File: config.mk
export PLATFORM = sky130hd
export DESIGN_NAME = restoring_divider_16bit
export DESIGN_NICKNAME = d
export VERILOG_FILES = /design/src/rtl/restoring_divider_16bit.sv
export SDC_FILE = /design/constraint.sdc
export NUM_CORES = 1
export LEC_CHECK = 0
export ABC_AREA = 1
export CAP_MARGIN = 10
export CELL_PAD_IN_SITES_DETAIL_PLACEMENT = 1
export CELL_PAD_IN_SITES_GLOBAL_PLACEMENT = 1
export CORE_UTILIZATION = 42
export CTS_BUF_LIST = sky130_fd_sc_hd__clkbuf_2 sky130_fd_sc_hd__clkbuf_4 sky130_fd_sc_hd__clkbuf_8
export DETAILED_ROUTE_END_ITERATION = 16
export PLACE_DENSITY_LB_ADDON = 0.1
export SYNTH_ARGS = -nofsm -noshare
export SYNTH_HDL_FRONTEND = slang
export SYNTH_SLANG_ARGS = --single-unit
File: constraint.sdc
create_clock -name clk -period 8.49 [get_ports clk]
set_clock_uncertainty 0.15 [all_clocks]
set_input_delay 1.698 -clock clk [delete_from_list [all_inputs] [get_ports clk]]
set_output_delay 1.698 -clock clk [all_outputs]
set_load 0.02 [all_outputs]
File: src/rtl/restoring_divider_16bit.sv
// Sequential unsigned restoring divider, one quotient bit per clock on a full_adder_mux ripple chain.
// Optional macro DIV_ZERO_DETECT_EN: zero divisor completes in one cycle with DivErr set.

module full_adder_mux (
    input  logic a_i,
    input  logic b_i,
    input  logic c_i,
    output logic s_o,
    output logic co_o
);
    logic p;

    assign p    = a_i ^ b_i;
    assign s_o  = p ^ c_i;
    // Propagate selects the incoming carry, otherwise both inputs agree and generate/kill
    assign co_o = p ? c_i : a_i;
endmodule

module restoring_divider_16bit #(
    parameter int unsigned WIDTH = 16
) (
    input  logic             clk,
    input  logic             rst,
    input  logic             Start,
    input  logic [WIDTH-1:0] Dividend,
    input  logic [WIDTH-1:0] Divisor,
    output logic             Busy,
    output logic             Done,
    output logic [WIDTH-1:0] Quotient,
    output logic [WIDTH-1:0] Remainder,
    output logic             DivErr
);
    localparam int unsigned CW = $clog2(WIDTH + 1);

    typedef enum logic [1:0] {
        S_IDLE = 2'd0,
        S_RUN  = 2'd1,
        S_DONE = 2'd2
    } state_t;

    state_t           state_q, state_d;
    logic [WIDTH-1:0] r_q, r_d;
    logic [WIDTH-1:0] q_q, q_d;
    logic [WIDTH-1:0] d_q, d_d;
    logic [CW-1:0]    cnt_q, cnt_d;
    logic [WIDTH-1:0] quo_q, quo_d;
    logic [WIDTH-1:0] rem_q, rem_d;
`ifdef DIV_ZERO_DETECT_EN
    logic             err_q, err_d;
`endif

    // Trial subtraction T = {R,Qmsb} - {0,D} on a WIDTH+1 cell ripple chain
    logic [WIDTH:0]   r_sh;
    logic [WIDTH:0]   sub_b;
    logic [WIDTH:0]   t;
    logic [WIDTH+1:0] c;
    logic             no_borrow;
    logic [WIDTH:0]   r_new_full;
    logic [WIDTH-1:0] r_new;
    logic [WIDTH-1:0] q_new;
    logic             unused_r_msb;

    assign r_sh  = {r_q, q_q[WIDTH-1]};
    assign sub_b = ~{1'b0, d_q};
    assign c[0]  = 1'b1;

    for (genvar i = 0; i < WIDTH + 1; i++) begin : g_chain
        full_adder_mux u_fa (
            .a_i  (r_sh[i]),
            .b_i  (sub_b[i]),
            .c_i  (c[i]),
            .s_o  (t[i]),
            .co_o (c[i+1])
        );
    end

    assign no_borrow  = c[WIDTH+1];
    assign r_new_full = no_borrow ? t : r_sh;
    // The restored partial remainder is always below D, so its MSB is always 0
    assign r_new        = r_new_full[WIDTH-1:0];
    assign unused_r_msb = r_new_full[WIDTH];
    assign q_new        = {q_q[WIDTH-2:0], no_borrow};

    always_ff @(posedge clk) begin
        if (rst) begin
            state_q <= S_IDLE;
            r_q     <= '0;
            q_q     <= '0;
            d_q     <= '0;
            cnt_q   <= '0;
            quo_q   <= '0;
            rem_q   <= '0;
`ifdef DIV_ZERO_DETECT_EN
            err_q   <= 1'b0;
`endif
        end else begin
            state_q <= state_d;
            r_q     <= r_d;
            q_q     <= q_d;
            d_q     <= d_d;
            cnt_q   <= cnt_d;
            quo_q   <= quo_d;
            rem_q   <= rem_d;
`ifdef DIV_ZERO_DETECT_EN
            err_q   <= err_d;
`endif
        end
    end

    always_comb begin
        state_d = state_q;
        r_d     = r_q;
        q_d     = q_q;
        d_d     = d_q;
        cnt_d   = cnt_q;
        quo_d   = quo_q;
        rem_d   = rem_q;
`ifdef DIV_ZERO_DETECT_EN
        err_d   = err_q;
`endif
        case (state_q)
            S_RUN: begin
                r_d   = r_new;
                q_d   = q_new;
                cnt_d = cnt_q - CW'(1);
                if (cnt_q == CW'(1)) begin
                    state_d = S_DONE;
                    quo_d   = q_new;
                    rem_d   = r_new;
`ifdef DIV_ZERO_DETECT_EN
                    err_d   = 1'b0;
`endif
                end
            end
            S_IDLE, S_DONE: begin
                state_d = S_IDLE;
                if (Start) begin
                    state_d = S_RUN;
                    d_d     = Divisor;
                    q_d     = Dividend;
                    r_d     = '0;
                    cnt_d   = CW'(WIDTH);
`ifdef DIV_ZERO_DETECT_EN
                    if (Divisor == '0) begin
                        state_d = S_DONE;
                        cnt_d   = '0;
                        quo_d   = '1;
                        rem_d   = Dividend;
                        err_d   = 1'b1;
                    end
`endif
                end
            end
            default: state_d = S_IDLE;
        endcase
    end

    assign Busy      = (state_q == S_RUN);
    assign Done      = (state_q == S_DONE);
    assign Quotient  = quo_q;
    assign Remainder = rem_q;
`ifdef DIV_ZERO_DETECT_EN
    assign DivErr    = err_q;
`else
    assign DivErr    = 1'b0;
`endif

endmodule

# Word level (Yosys, flattened, before mapping)
# Cells that the tools add are included.
classes:
  add_sub_neg: 1
  n_eq_ne: 5
  mux: 27
  bitwise: 34
  reduce_logical: 6
ops:
  columns: ["cell", "count"]
  rows:
  - ["16-bit case mux with 2 select lines", 2]
  - ["16-bit 2-to-1 mux", 3]
  - ["1-bit bitwise XOR", 32]
  - ["1-bit 2-to-1 mux", 18]
  - ["16-bit NOT with 17-bit output", 1]
  - ["5-bit case mux with 2 select lines", 1]
  - ["2-bit AND reduction", 3]
  - ["5-bit by 1-bit == test with 1-bit output (second input constant)", 1]
  - ["5-bit 2-to-1 mux", 1]
  - ["5-bit by 1-bit subtractor with 5-bit output (second input constant)", 1]
  - ["2-bit case mux with 2 select lines", 1]
  - ["2-bit by 1-bit == test with 1-bit output (second input constant)", 1]
  - ["2-bit == test (second input constant)", 1]
  - ["2-bit logical NOT", 1]
  - ["2-bit 2-to-1 mux", 1]
  - ["2-bit by 1-bit inequality test with 1-bit output (second input constant)", 1]
  - ["2-bit inequality test (second input constant)", 1]
  - ["2-bit nonzero test", 1]
  - ["2-bit OR reduction", 1]
  - ["1-bit NOT", 1]
word_totals:
  reg_bits: 87
  in_bits: 35
  output_inout_bits: 35
  elab_cells: 80

# Longest topological paths before layout
# Gate-level depths: netlist of the first run.
depth:
  word_depth: 21
  ltp_mapped: 35
  depth_no_buf: 34

# Hierarchy
# Synthesis of the first run repeated with hierarchy kept, for this count alone.
unflattened:
  cells_unflattened: 645
  hier_area_um2: 4375.4
modules_own_cells:
  columns: ["module", "n_inst", "cells_each", "area_each_um2", "seq_area_each_um2"]
  rows:
  - ["restoring_divider_16bit", 1, 475, 3588.4, 1741.7]
  - ["full_adder_mux", 17, 10, 46.3, 0.0]

# Least setup slack after synthesis of the first run
# No wires, ideal clock.
synth_timing:
  kind: "register to output"
  startpoint: "register state_q[0]"
  endpoint: "output Busy"
  arrival_ps: 1140
  t_required_ps: 6642
  slack_ps: 5502
  path_stages_with_launch: 5
  cell_sequence: "dfxtp_1 clkbuf_1 inv_2 nor2_1 buf_2"
synth_via:
  elab_chain_len: 1
synth_rtl:
  columns: ["element", "line_no", "text"]
  rows:
  - ["from (decl)", "41", "state_t state_q, state_d;"]
  - ["from (signal assigned)", "97", "state_q <= state_d;"]
  - ["2-bit by 1-bit == test with 1-bit output", "158", "assign Busy = (state_q == S_RUN);"]
  - ["to (decl)", "27", "output logic Busy,"]
# Every way passes these cells.

# Worst setup path after layout of the first run
# Same ends and word-level chain as after synthesis.

==> results.tsv, run 1 <==
stage	metric	value	unit
flow_run	max_cap_violations	0	
placed_design	portBuffers	68	
synth	synthDominantCellAreaShare	41.2	%
power_and_ir_drop	vdd_ir_drop_max	0.0907	mV
synth	ys_warn_count	0	
final_layout	drive_gt1_share	11.3	%
cts	clk_latency	0.36	ns
floorplan	ioPinCount	70	
cts	cts_hold_buf	0	
detailed_routing	postRouteWirelength	11400	um
global_route	gr-total-overflow	0	
hold_path	min_from	r_q[10]	
cts	root_buffer	clkbuf_8	
cts	cts_resized	0	
synth	synth_simple_gate_area_share	36.7	%
sta	finalCriticalPeriod	4.38	ns
setup_path	r2r-end	r_q[2]	
setup_path	critPathMaxFanout	23	
setup_path	cp-start-kind	flip-flop	
final_layout	diodes	0	
global_route	antenna_found_initial	0	
cts	cts_tree	built	
sta	worst_slew_pin_slew	1.02	ns
floorplan	die_x	102	um
final_layout	num-fill-cells	1312	
setup_path	cp.arrival	2.53	ns
setup_path	critPathCapture	Busy	
final_layout	area_growth	22.5	%
floorplan	dieArea	10500	um^2
synth	synthArstFlopShare	0	%
synth	synth_edf_count	0	
synth	synthMuxAreaShare	0	%
placed_design	pre_cts_ws	3.81	ns
global_route	grt_max_degree	44	
sta	tns	0	ns
setup_path	r2r-start	state_q[0]	
sta	finalSetupViolCount	0	
sta	rsz0062_at_grt	false	
final_layout	final_nets	717	
setup_path	worstPathRequired	6.64	ns
cts	post_cts_buffers	0	
sta	slew_headroom	31.9	%
floorplan	rows	36	
placed_design	hpwlAfterDp	7860	um
sta	post-route-period-util	51.6	%
synth	netlist_area	4230	um^2
synth	ys_seq_area_share	41.2	%
synth	synth_top_family_by_area	simple AND/OR/NAND/NOR gates	
synth	postSynthAreaPerCell	6.74	um^2
sta	clock.fmax	0.228	GHz
global_route	grt_pass1_vias	4195	
cts	numCtsBuffers	9	
synth	synth-xor-area-share	0.621	%
floorplan	start_util	43.3	%
detailed_routing	ant_nets	0	
sta	finalHoldViolations	0	
sta	drv_slew	0	
synth	synth-compound-area-share	12.1	%
synth	synthesis.nets	665	
synth	yosys_most_used_dff	dfxtp_1	
synth	ys_top_cells_by_area	dfxtp_1 (41%), nand2_1 (14%), nor2_1 (8.9%)	
synth	ys_ff_latch	87	
cts	cts_buffer_depth	2	
synth	synth_cell_types	30	
detailed_routing	post-route-drc-count	0	
detailed_routing	vias_per_cell	4.99	
floorplan	die_y	102	um
setup_path	critPathLaunch	state_q[0]	
detailed_routing	wl_per_cell	14.0	um
cts	clk_pin_slew	0.09	ns
setup_path	critical_path_class	reg2out	
power_and_ir_drop	powerDensity	221	nW/um^2
synth	synthCells	627	
setup_path	endpoint_kind	output port	
sta	setup_ws	4.11	ns
status	outcome	finished clean	
cts	cts_sinks	87	
setup_path	reg2reg_slack	4.87	ns
detailed_routing	firstDrtPassIters	4	
cts	h-tree-depth	3	
global_route	grt_util_all_layers	23.5	%
detailed_routing	num_vias	4078	
synth	synthAdderAreaFrac	0.888	%
power_and_ir_drop	static-leakage-power	0.00230	uW
global_route	grt_pass1_wl	19200	um
detailed_routing	drt_iter0_drc	122	
synth	yosys.area.top_type	dfxtp_1	
floorplan	design.core.area	9770	um^2
placed_design	globalplace.congestion	0.772	
hold_path	hp-class	reg2reg	
setup_path	reg2reg_depth	6	
cells in the final DEF (no fill, tap or decap), types with 8 or more instances in the layout:
cell,synthesis,layout
a21oi_1,26,26
a31oi_1,15,15
clkbuf_8,0,10
clkdlybuf4s50_1,0,68
dfxtp_1,87,87
inv_1,49,49
inv_2,8,8
nand2_1,154,154
nand2_2,22,22
nand2_4,8,8
nand3_1,46,46
nor2_1,100,99
o21ai_0,33,33
o21ai_1,20,20
or2_2,11,11
layer usage:
| metal | global-route usage [%] | vias up | part of all wire, % |
|---|---|---|---|
| met5 | 0 | - | 0 |
| met4 | 8.35 | 0 | 1.3 |
| met3 | 3.21 | 12 | 3.2 |
| met2 | 43.2 | 62 | 51 |
| met1 | 27.8 | 1925 | 45 |
| li1 | - | 2079 | - |
cells in the mapped netlist (2+ instances only):
master      n
a21oi_1    26
a31oi_1    15
buf_2       3
buf_4       2
clkbuf_1   24
dfxtp_1    87
ha_1        3
inv_1      49
inv_2       8
nand2_1   154
nand2_2    22
nand2_4     8
nand3_1    46
nand3_4     2
nor2_1    100
o21ai_0    33
o21ai_1    20
or2_2      11
or2_4       2
xor2_1      2
where the power goes:
group / internal, uW / leakage (uW) / total (uW) / switching, uW
Combinational: 133 / 0.00149 / 373 / 241
Sequential: 442 / 0.000711 / 467 / 25.6
Clock: 154 / 0.000104 / 305 / 151
cells by family after synthesis:
kind of cell,Yosys count
fa+ha+maj,3
compound gates,96
buf+inv,89
simple gates,348
xor+xnor,3
other cells,1
flops,87
sequential cells by signal, indices dropped and copies added, names as in the netlist:
signal	count
state_q	2
Quotient	16
q_q	16
d_q	16
Remainder	16
cnt_q	5
r_q	16
critical path: stages (launching register included):
cell	delay [ns]
dfxtp_1	0.75
inv_2	0.29
nor2_1	0.15
buf_4	0.30
clkdlybuf4s50_1	0.66
area by class of cell:
cell class	instances	area (um^2)	share of cell area, %
Multi-Input combinational cell	451	2140	41.3
Sequential cell	87	1740	33.6
Timing Repair Buffer	72	711	13.7
Inverter	58	219	4.23
Tap cell	133	166	3.21
Clock buffer	13	160	3.09
Clock inverter	3	42.5	0.821
how the worst min path moves through the flow:
| stage | endpoint | slack [ns] | depth (start not counted) |
|---|---|---|---|
| floorplan | r_q[2] | 0.29 | 2 |
| global placement | r_q[6] | 0.30 | 2 |
| detailed placement | r_q[10] | 0.31 | 2 |
| CTS | r_q[10] | 0.32 | 2 |
| global route | r_q[10] | 0.35 | 2 |
| finish | r_q[10] | 0.32 | 2 |
per-stage QoR:
step / utilization (%) / hold slack [ns] / cells / power [uW] / cell area, um^2
6_report: 53.0 / 0.325 / 817 / 1150 / 5180
5_1_grt: 53.0 / 0.347 / 817 / 1220 / 5180
4_1_cts: 53.0 / 0.322 / 817 / 1160 / 5180
3_5_place_dp: 50.9 / 0.313 / 801 / 853 / 4980
3_3_place_gp: 50.9 / 0.303 / 801 / 837 / 4980
2_1_floorplan: - / 0.295 / 627 / 758 / 4230
Note: power is estimated with default switching activity, not from simulation.
==> run 2, diff against run 1 <==
- CORE_UTILIZATION: 42 -> 39
- clock period: 8.49 -> 4.4 ns (I/O delays scaled with it)
==> run 2 against run 1 <==
  * Clock-buffer cell count is 3 lower
  * Global-route usage is 1.6 points lower
  * Worst setup slack worse by 3.1 ns
  * Combinational power is 95% higher
  * Total power is 87% higher
  * Cell count is 0.98% higher
  * Sequential power is 92% higher
  * Wire length is 1.2% lower
  * Die area is 7.5% higher
  * Critical endpoint is now Remainder[5]
  * Non-clock buffer count is 5 higher
==> results.tsv, run 2 (same netlist as run 1, synthesis figures left out) <==
stage	metric	value	unit	change
sta	worst_slew_pin_slew	0.814	ns	was 1.02 ns
setup_path	path_common_cell	nand2_2		
setup_path	crit_path_top_delay_cell	dfxtp_1		unchanged
cts	clk_pin_slew	0.09	ns	about the same
sta	post-route-period-util	77.7	%	
detailed_routing	firstDrtPassIters	4		unchanged
sta	drv_slew	0		unchanged
cts	post_cts_buffers	0		unchanged
cts	cts_resized	0		unchanged
setup_path	max_stage_delay	0.35	ns	was 0.75 ns
power_and_ir_drop	powerDensity	412	nW/um^2	was 221 nW/um^2
global_route	busiest_layer	met2		unchanged
setup_path	worstPathRequired	4.52	ns	was 6.64 ns
global_route	globalRouteMet1Util	25.6	%	was 27.8%
global_route	grt_pass1_wl	19400	um	was 19200 um
global_route	grt_util_all_layers	21.9	%	was 23.5%
cts	numCtsBuffers	9		unchanged
sta	finalSetupViolCount	0		unchanged
setup_path	crit_family	simple AND/OR/NAND/NOR gates		was buffers and inverters
power_and_ir_drop	static-leakage-power	0.00232	uW	was 0.00230 uW
hold_path	hp-class	reg2reg		unchanged
detailed_routing	drt_iter0_drc	89		was 122
setup_path	cp.arrival	3.54	ns	was 2.53 ns
final_layout	mostFrequentLayoutCell	nand2_1		unchanged
floorplan	die_y	106	um	was 102 um
global_route	antenna_found_initial	0		unchanged
setup_path	endpoint_kind	flip-flop		was output port
setup_path	critPathMaxFanout	17		was 23
setup_path	worst-path-buf-inv	2		was 3
cts	cts_hold_buf	0		unchanged
placed_design	hpwlAfterDp	7890	um	was 7860 um
placed_design	globalplace.congestion	0.772		unchanged
sta	slew_headroom	45.6	%	was 31.9%
global_route	grt_max_degree	38		was 44
cts	clk_latency	0.38	ns	was 0.36 ns
cts	cts_buffer_depth	2		unchanged
global_route	grt_pass1_vias	4212		was 4195
floorplan	dieArea	11300	um^2	was 10500 um^2
global_route	use_met3	5.95	%	was 3.21%
final_layout	diodes	0		unchanged
cts	cts_tree	built		unchanged
detailed_routing	num_vias	4072		was 4078
sta	tns	0	ns	unchanged
detailed_routing	wl_per_cell	13.7	um	was 14.0 um
final_layout	area_growth	22.8	%	was 22.5%
floorplan	start_util	40.6	%	was 43.3%
power_and_ir_drop	vdd_ir_drop_max	0.228	mV	was 0.0907 mV
status	outcome	finished clean		unchanged
detailed_routing	ant_nets	0		unchanged
floorplan	design.core.area	10400	um^2	was 9770 um^2
sta	finalCriticalPeriod	3.42	ns	
final_layout	drive_gt1_share	11.9	%	was 11.3%
sta	rsz0062_at_grt	false		unchanged
placed_design	portBuffers	68		unchanged
cts	h-tree-depth	3		unchanged
detailed_routing	vias_per_cell	4.94		was 4.99
setup_path	critical_path_class	reg2reg		was reg2out
floorplan	die_x	106	um	was 102 um
final_layout	mostFrequentLayoutCells	nand2_1 (154), nor2_1 (99), dfxtp_1 (87), clkdlybuf4s50_1 (68), inv_1 (49)		unchanged
flow_run	max_cap_violations	0		unchanged
sta	finalHoldViolations	0		unchanged
final_layout	final_nets	722		was 717
cts	root_buffer	clkbuf_8		unchanged
floorplan	rows	37		was 36
cts	cts_sinks	87		unchanged
setup_path	cp-start-kind	flip-flop		unchanged
detailed_routing	postRouteWirelength	11300	um	was 11400 um
detailed_routing	post-route-drc-count	0		unchanged
final_layout	final_util	49.9	%	was 53.0%
global_route	met2_usage	38.7	%	was 43.2%
floorplan	ioPinCount	70		unchanged
global_route	gr-total-overflow	0		unchanged
sta	clock.fmax	0.293	GHz	
-- run 2: cell types whose count changed in the layout (fill, tap and decap cells not counted), sizes merged --
| cell | before | now |
|---|---|---|
| buf | 4 | 9 |
| clkbuf | 13 | 10 |
| clkinv | 2 | 4 |
| inv | 57 | 59 |
| bufinv | 1 | 0 |
-- run 2: final cells by class --
cell class,instances,area [um^2]
fill,1370,5220
multi-input combinational,451,2140
sequential,87,1740
timing repair buffer,77,748
inverter,58,219
tap,136,170
clock buffer,10,131
clock inverter,6,43.8
-- run 2: path summary, 6_finish.rpt --
kind	start	end	slack, ns	cells after the start
worst max register to register	q_q[15]	Remainder[5]	0.98	34
worst min register to register	r_q[9]	r_q[9]	0.32	2
worst min-delay path	r_q[9]	r_q[9]	0.32	2
worst max-delay path	q_q[15]	Remainder[5]	0.98	34
-- run 2: stage by stage --
step	std cells	setup slack, ns	hold WS, ns	total power, uW	area [um^2]
floorplan	627	1.47	0.295	1460	4230
global placement	809	1.13	0.305	1620	5020
detailed placement	809	0.976	0.311	1650	5020
CTS	825	0.933	0.323	2170	5190
global route	825	0.612	0.353	2300	5190
finish	825	0.982	0.320	2140	5190
-- run 2: worst reg2reg max path: cells and delay by family, from the launching register on --
kind,cells,cell delay (ns)
DFF,1,0.35
adders and majority gates,1,0.20
and+or+nand+nor,30,2.35
buffers and inverters,2,0.11
AOI/OAI and AO/OA,1,0.17
-- run 2: per-layer routing --
layer  wire [um]  vias up
li1            -     2082
met1        5240     1923
met2        5510       54
met3         415       13
met4         139        0
met5           0        -
-- run 2: where the power goes --
part	internal (uW)	switching [uW]
Combinational	261	466
Clock	214	301
Sequential	852	44.9
Total	1330	811
==> run 3, diff against run 2 <==
- clock period: 4.4 -> 3.2 ns (I/O delays scaled with it)
==> run 3 against run 2 <==
  * Combinational power grew 73%
  * Sequential cell count stayed put
  * Final area is 6.6% higher
  * Wire length up 13%
  * Utilization is 3.3 points higher
  * Hold slack better by 0.00099 ns
  * Cell count up 1.6%
  * Worst setup slack got worse by 0.92 ns
  * Total power up 59%
  * First-iteration DRC count up 43%
  * Highest routed layer unchanged
==> results.tsv, run 3 (same netlist as run 1, synthesis figures left out) <==
stage	metric	value	unit	change
detailed_routing	firstDrtPassIters	4		unchanged
global_route	grt_max_degree	37		was 38
floorplan	rows	37		unchanged
detailed_routing	drt_iter0_drc	127		was 89
setup_path	critPathMaxFanout	8		was 17
setup_path	crit_path_top_delay_cell	dfxtp_2		was dfxtp_1
final_layout	num-fill-cells	1359		was 1370
final_layout	final_nets	735		was 722
detailed_routing	vias_per_cell	5.06		was 4.94
detailed_routing	ant_nets	0		unchanged
sta	post-route-period-util	98.1	%	was 77.7%
cts	h-tree-depth	3		unchanged
final_layout	mostFrequentLayoutCell	nand2_1		unchanged
sta	worst_slew_pin_slew	0.883	ns	was 0.814 ns
sta	finalCriticalPeriod	3.14	ns	was 3.42 ns
floorplan	design.core.area	10400	um^2	unchanged
global_route	grt_pass1_wl	20700	um	was 19400 um
sta	clock.fmax	0.318	GHz	was 0.293 GHz
global_route	antenna_found_initial	0		unchanged
sta	drv_slew	0		unchanged
detailed_routing	post-route-drc-count	0		unchanged
sta	whs	0.321	ns	was 0.320 ns
cts	cts_buffer_depth	2		unchanged
sta	slew_headroom	41.0	%	was 45.6%
power_and_ir_drop	vdd_ir_drop_max	0.234	mV	was 0.228 mV
cts	root_buffer	clkbuf_8		unchanged
status	outcome	finished clean		unchanged
sta	finalSetupViolCount	0		unchanged
placed_design	portBuffers	68		unchanged
setup_path	cp-start-kind	flip-flop		unchanged
final_layout	diodes	0		unchanged
setup_path	cp.arrival	3.30	ns	was 3.54 ns
flow_run	max_cap_violations	0		unchanged
final_layout	mostFrequentLayoutCells	nand2_1 (147), nor2_1 (98), dfxtp_1 (85), clkdlybuf4s50_1 (68), inv_1 (47)		was nand2_1 (154), nor2_1 (99), dfxtp_1 (87), clkdlybuf4s50_1 (68), inv_1 (49)
placed_design	hpwlAfterDp	8170	um	was 7890 um
cts	clk_latency	0.38	ns	about the same
final_layout	drive_gt1_share	17.1	%	was 11.9%
cts	cts_sinks	87		unchanged
power_and_ir_drop	static-leakage-power	0.00248	uW	was 0.00232 uW
cts	clk_pin_slew	0.10	ns	was 0.09 ns
floorplan	dieArea	11300	um^2	unchanged
placed_design	dpl_cell_area	5030	um^2	was 5020 um^2
setup_path	critical_path_class	reg2reg		unchanged
setup_path	r2r-start	q_q[15]		unchanged
sta	rsz0062_at_grt	true		was false
hold_path	min_from	r_q[3]		was r_q[9]
setup_path	worstPathRequired	3.35	ns	was 4.52 ns
detailed_routing	postRouteWirelength	12800	um	was 11300 um
setup_path	max_stage_delay	0.35	ns	about the same
detailed_routing	wl_per_cell	15.3	um	was 13.7 um
setup_path	path_common_cell	nand2_2		unchanged
detailed_routing	num_vias	4239		was 4072
final_layout	fin_area	5540	um^2	was 5190 um^2
global_route	grt_util_all_layers	23.4	%	was 21.9%
cts	numCtsBuffers	9		unchanged
cts	cts_hold_buf	0		unchanged
floorplan	die_y	106	um	unchanged
cts	cts_tree	built		unchanged
final_layout	area_growth	31.0	%	was 22.8%
sta	finalHoldViolations	0		unchanged
placed_design	globalplace.congestion	0.784		was 0.772
global_route	grt_pass1_vias	4244		was 4212
setup_path	endpoint_kind	flip-flop		unchanged
floorplan	start_util	40.6	%	unchanged
power_and_ir_drop	powerDensity	613	nW/um^2	was 412 nW/um^2
floorplan	ioPinCount	70		unchanged
floorplan	die_x	106	um	unchanged
hold_path	hp-class	reg2reg		unchanged
setup_path	critPathLaunch	q_q[15]		unchanged
global_route	gr-total-overflow	0		unchanged
==> run 3: cell types whose count changed in the layout (fill, tap and decap cells not counted), sizes merged <==
cell	change
clkinvlp	+1
clkbuf	+1
clkinv	-2
buf	+11
nand2	+1
bufinv	+2
inv	-1
==> run 3: worst paths after layout <==
check,endpoint,slack [ns],cells after the start
max,r_q[8],0.06,32
min,r_q[3],0.32,2
max reg2reg,r_q[8],0.06,32
min reg2reg,r_q[3],0.32,2
==> run 3: cell type report <==
type                    instances  area (um^2)  share of cell area, %
well taps                     136          170                   3.07
inverters                      58          219                   3.95
clock buffers                  10          131                   2.37
repair buffers                 89          872                   15.7
multi-input cells             452         2310                   41.7
clock inverters                 6         92.6                   1.67
flip-flops and latches         87         1740                   31.5
==> run 3: where the power goes <==
group / internal (uW) / leakage (uW) / total [uW] / switching (uW)
combinational: 487 / 0.00166 / 1260 / 774
sequential: 1170 / 0.000712 / 1240 / 66.3
clock: 453 / 0.000107 / 898 / 445
total: 2110 / 0.00248 / 3400 / 1290
==> run 3: critical path: cells and delay by family (launching register included) <==
kind,cells,cell delay (ns)
compound gates,2,0.31
flops,1,0.35
buf+inv,2,0.22
simple gates,27,1.88
fa+ha+maj,1,0.15
==> run 3: per-stage QoR <==
step | cells | util [%] | TNS, ns | setup slack, ns | total power (uW)
6_report | 838 | 53.2 | 0 | 0.0593 | 3400
5_1_grt | 838 | 53.2 | -3.59 | -0.205 | 3590
4_1_cts | 828 | 50.8 | 0 | 0.00235 | 3220
3_5_place_dp | 810 | 48.3 | -0.722 | -0.0965 | 2280
3_3_place_gp | 810 | 48.3 | 0 | 0.0836 | 2240
2_1_floorplan | 627 | - | 0 | 0.267 | 2010
==> run 3: repair_timing <==
item / 4_1_cts / 5_1_grt
setup buffers: 1 / 9
gates resized for setup: 5 / 36
endpoints found under the setup margin: 30 / 34
cloned: 1 / 1
pin swaps: 1 / 23
==> run 3: per-layer routing <==
layer  part of all wire (%)  routed length (um)  track usage, %
met1                     44                5590            28.6
met2                     51                6570            41.8
met3                    3.3                 416            3.86
met4                    1.7                 214            6.65
met5                      0                   0               0
